--- src/rtl/param_sync_fifo.sv ---
`default_nettype none
// +--------------------------------------------------------------------------+
// | param_sync_fifo : single-clock FIFO, registered flags, optional FWFT     |
// | rev 1.0                                                                  |
// +--------------------------------------------------------------------------+
module param_sync_fifo #(
   parameter int DATA_WIDTH      = 8,
   parameter int ADDR_WIDTH      = 4,
   parameter int ALMOST_FULL_TH  = 14,
   parameter int ALMOST_EMPTY_TH = 2,
   parameter int FWFT            = 0
) (
   input  logic                  clk,
   input  logic                  reset,
   input  logic                  write_en,
   input  logic [DATA_WIDTH-1:0] write_data,
   output logic                  full,
   output logic                  almost_full,
   output logic                  overflow,
   input  logic                  read_en,
   output logic [DATA_WIDTH-1:0] read_data,
   output logic                  empty,
   output logic                  almost_empty,
   output logic                  underflow,
   output logic [ADDR_WIDTH:0]   count
);

   localparam int                c_depth_int = 1 << ADDR_WIDTH;
   localparam logic [ADDR_WIDTH:0] c_depth   = (ADDR_WIDTH+1)'(c_depth_int);
   localparam logic [ADDR_WIDTH:0] c_af_th   = (ADDR_WIDTH+1)'(ALMOST_FULL_TH);
   localparam logic [ADDR_WIDTH:0] c_ae_th   = (ADDR_WIDTH+1)'(ALMOST_EMPTY_TH);

   logic [DATA_WIDTH-1:0] r_mem [0:c_depth_int-1];
   logic [ADDR_WIDTH-1:0] r_wr_ptr;
   logic [ADDR_WIDTH-1:0] r_rd_ptr;
   logic [ADDR_WIDTH:0]   r_count;
   logic                  r_full;
   logic                  r_almost_full;
   logic                  r_empty;
   logic                  r_almost_empty;
   logic                  r_overflow;
   logic                  r_underflow;

   logic                  w_wr_acc;
   logic                  w_rd_acc;
   logic [ADDR_WIDTH:0]   w_count_nxt;

   // Acceptance uses the registered flags, so on full a read frees no slot for a write in the same cycle
   assign w_wr_acc = write_en & ~r_full  & ~reset;
   assign w_rd_acc = read_en  & ~r_empty & ~reset;

   always_comb begin
      w_count_nxt = r_count;
      if (w_wr_acc && !w_rd_acc)
         w_count_nxt = r_count + (ADDR_WIDTH+1)'(1);
      else if (w_rd_acc && !w_wr_acc)
         w_count_nxt = r_count - (ADDR_WIDTH+1)'(1);
   end

   always_ff @(posedge clk) begin
      if (reset) begin
         r_wr_ptr       <= '0;
         r_rd_ptr       <= '0;
         r_count        <= '0;
         r_full         <= 1'b0;
         r_almost_full  <= 1'b0;
         r_empty        <= 1'b1;
         r_almost_empty <= 1'b1;
         r_overflow     <= 1'b0;
         r_underflow    <= 1'b0;
      end else begin
         if (w_wr_acc) r_wr_ptr <= r_wr_ptr + ADDR_WIDTH'(1);
         if (w_rd_acc) r_rd_ptr <= r_rd_ptr + ADDR_WIDTH'(1);
         r_count        <= w_count_nxt;
         r_full         <= (w_count_nxt == c_depth);
         r_almost_full  <= (w_count_nxt >= c_af_th);
         r_empty        <= (w_count_nxt == '0);
         r_almost_empty <= (w_count_nxt <= c_ae_th);
         r_overflow     <= write_en & r_full;
         r_underflow    <= read_en & r_empty;
      end
   end

   // Storage is deliberately not reset
   always_ff @(posedge clk) begin
      if (w_wr_acc) r_mem[r_wr_ptr] <= write_data;
   end

   generate
      if (FWFT != 0) begin : g_fwft
         assign read_data = r_mem[r_rd_ptr];
      end else begin : g_std
         logic [DATA_WIDTH-1:0] r_read_data;
         always_ff @(posedge clk) begin
            if (reset)
               r_read_data <= '0;
            else if (w_rd_acc)
               r_read_data <= r_mem[r_rd_ptr];
         end
         assign read_data = r_read_data;
      end
   endgenerate

   assign full         = r_full;
   assign almost_full  = r_almost_full;
   assign overflow     = r_overflow;
   assign empty        = r_empty;
   assign almost_empty = r_almost_empty;
   assign underflow    = r_underflow;
   assign count        = r_count;

endmodule
`default_nettype wire
--- config.mk ---
export PLATFORM = sky130hd
export DESIGN_NAME = param_sync_fifo
export DESIGN_NICKNAME = d
export VERILOG_FILES = /design/src/rtl/param_sync_fifo.sv
export SDC_FILE = /design/constraint.sdc
export NUM_CORES = 1
export LEC_CHECK = 0
export ABC_AREA = 1
export BUFFER_PORTS_ARGS = -buffer_cell sky130_fd_sc_hd__buf_2
export CELL_PAD_IN_SITES_DETAIL_PLACEMENT = 0
export CELL_PAD_IN_SITES_GLOBAL_PLACEMENT = 1
export CORE_UTILIZATION = 45
export CTS_CLUSTER_SIZE = 12
export DETAILED_ROUTE_END_ITERATION = 16
export PLACE_DENSITY = 0.7
export SYNTH_ARGS = -nofsm -noshare
export SYNTH_HDL_FRONTEND = slang
export SYNTH_SLANG_ARGS = --single-unit
--- constraint.sdc ---
create_clock -name clk -period 4.52 [get_ports clk]
set_input_delay 0.904 -clock clk [delete_from_list [all_inputs] [get_ports clk]]
set_output_delay 0.904 -clock clk [all_outputs]
set_load 0.02 [all_outputs]
==> results.md <==
- Clock buffer count from CTS: 17
- Largest area contributor in the synthesized netlist: edfxtp_1
- Port Buffers: 30
- Crit Path Category: flip-flop to flip-flop
- Synth unique cells: 31
- GRT overflow: 0
- Max clock buf depth: 2
- Clock power frac: 0.412
- Starting Density: 0.465
- Post-synthesis simple-gate area fraction: 0.246
- Ant diodes: 0
- Multiplexer share of the synthesized area: 0
- Gr usage total: 0.219
- Outcome: finished clean
- Design area: 7300 um2
- Worst-path clk slew: 60 ps
- Yosys top cell area share: 0.590
- Vias in the first global route: 4199
- Hold Fails Final Rpt: 0
- Routed Antenna Nets: 0
- Most used cell, CP: nand2_1
- Max IR drop VDD: 0.000230 V
- Combinational share of power: 0.091
- Critical Path Max Stage Delay: 770 ps
- Nets: 640
- Vias: 4372
- First-pass GRT wire length: 23300 um
- CTS resizes: 0
- Setup Fix Bufs, Post-CTS: 0
- Total power: 3.19 mW
- # IOs: 31
- Root Driver: clkbuf_16
- CORE AREA: 14000 um2
- Initial DRC count: 420
- Ranking of synthesized cells by area: edfxtp_1 (59%), nand2_1 (11%), dfxtp_1 (8.3%), nand3_1 (8.1%), ha_1 (1.3%)
- Yosys reg bits: 155
- Average routed wire per standard cell: 18.3 um
- Placed Area: 6750 um2
- Std-Cell Rows: 43
- Vias per cell: 5.38
- Post-layout util: 0.522
- Hpwl dp: 9690 um
- Max Freq: 432 MHz
- Critical Path Fanout Max: 18
- CTS Sinks: 155
- Layout fillers: 1261
- Data arrival time of the worst path: 2600 ps
- Largest family of logic cells by synthesized area: simple AND/OR/NAND/NOR gates
- Post-CTS Hold Buffers: 0
- Post-Syn Area: 6510 um2
- Fraction of the mapped netlist area in compound gates: 0.0261
- Routability Congestion: 0.847
- Largest net degree at the start of global routing: 66
- Sequential area share after synthesis: 0.673
- Synthesized area per cell: 10.9 um2
- Power Dens Cells: 437 nW/um2
- DIE AREA: 15000 um2
- Area Growth Syn to Fin: 12.1%
- Worst Skew: 8.52 ps
- Fin Setup TNS: 0 ps
- 1st-pass router iterations: 6
- Worst-margin pin slew: 1010 ps
- Max-slew violations: 0
- Worst skew pair latency: 420 ps
- Critical path buffers and inverters: 1
- Switch Pwr: 789 uW
- Critical path cell sequence: clkinv_1 -> nand3_1 -> nand2_1 -> nand2_1 -> a31oi_1
- Mapped Cells: 599
- Initial antenna violation count: 0
- Synth warn: 0
- Adder-Cell Fraction of Synth Area: 0.0135
- Die Y: 122 um
- WP data required: 4800 ps
- CTS tree: yes
- Critical path capture point type: flip-flop
- Finish-stage setup viols: 0
- Final worst path period share: 0.512
- Hold Path Class: flip-flop to flip-flop
- Tmin final: 2310 ps
- Max Cap Viol: 0
- Synth Area in XOR/XNOR: 0.00135
- Relative slew slack: 0.325
- RSZ-0062 raised after global routing: no
- WL final: 14900 um
- Slowest cell on the critical path: dfxtp_1
- Die Wd: 122 um
- # DRC: 0
- Crit path max-delay family: flip-flops
- H-tree Lvls: 4
- Startpoint Class: flip-flop
- Internal: 2.40 mW
- Leak pwr: 2.75 nW
- Net Sw Frac: 0.247
- Flop pwr share: 0.497
- Syn_nets: 618
- Share of layout cells above drive strength 1: 0.148
registers in the layout, indices dropped and copies added (netlist names):
signal,count
r_mem,128
full,1
underflow,1
empty,1
r_rd_ptr,4
almost_empty,1
overflow,1
r_wr_ptr,4
count,5
read_data,8
almost_full,1
power by group through the flow:
| stage | logic [mW] | clock network (mW) | registers [mW] |
|---|---|---|---|
| 3_3_place_gp | 0.291 | 0 | 1.62 |
| 5_1_grt | 0.326 | 1.39 | 1.59 |
| 4_1_cts | 0.293 | 1.34 | 1.59 |
| 6_report | 0.291 | 1.32 | 1.59 |
| 2_1_floorplan | 0.177 | 0 | 1.63 |
| 3_5_place_dp | 0.293 | 0 | 1.62 |
logic make-up (layout without fill, tap and decap cells):
logic type / count (synthesis) / count (layout)
AOI/OAI and AO/OA: 32 / 32
xor gates and xnor gates: 1 / 1
adders and majority gates: 7 / 7
buffers and inverters: 55 / 89
DFF: 155 / 155
and+or+nand+nor: 349 / 349
per-layer routing:
layer,vias to the layer above,global-route usage,part of all wire
met5,-,0,0
met4,0,0.0838,0.017
met3,21,0.0507,0.062
met2,163,0.331,0.46
met1,2081,0.306,0.46
li1,2107,-,-
per-stage QoR:
step	hold WS, ps	worst slack [ps]	instances
floorplan	478	2340	599
global placement	482	1910	782
detailed placement	477	1860	782
CTS	494	2190	813
global route	519	2110	813
finish	500	2210	813
final timing paths:
| kind | from | to | slack (ps) | depth (start not counted) |
|---|---|---|---|---|
| worst max-delay path | r_rd_ptr[2] | read_data[2] | 2210 | 5 |
| worst min-delay path | full | overflow | 500 | 2 |
| worst max register to register | r_rd_ptr[2] | read_data[2] | 2210 | 5 |
| worst min register to register | full | overflow | 500 | 2 |
cell usage after synthesis, drive strengths merged:
library cell	instances
a31oi	8
nor3	2
clkinv	1
a21oi	10
ha	7
buf	20
nand3	113
edfxtp	128
dfxtp	27
nand2	201
o21ai	14
nor4	1
clkbuf	11
inv	23
nand3b	2
nand4	3
nor2	27
xor2	1
tightest hold or removal path, cell delays in order (launching register included):
cell and delay, ps:
dfxtp_1 350, nand2_1 80, nor2_1 30
layout make-up:
| class | count | area, um2 | share of cell area |
|---|---|---|---|
| Sequential cell | 155 | 4390 | 0.601 |
| Timing Repair Buffer | 34 | 180 | 0.0247 |
| Clock inverter | 14 | 124 | 0.0170 |
| Clock buffer | 17 | 425 | 0.0583 |
| Tap cell | 180 | 225 | 0.0308 |
| Inverter | 24 | 95.1 | 0.0130 |
| Multi-Input combinational cell | 389 | 1870 | 0.256 |
layout by cell type (no fill, tap or decap), types with 5 or more instances in the layout:
cell type	instances
edfxtp_1	128
nand3_2	6
inv_2	6
nand3_1	105
clkbuf_16	17
clkinvlp_4	5
ha_1	7
nand2_1	195
o21ai_0	13
nor2_1	20
dfxtp_1	26
buf_2	30
nand2_2	5
inv_1	16
a31oi_1	8
a21oi_1	10
Note: power is estimated with default switching activity, not from simulation.
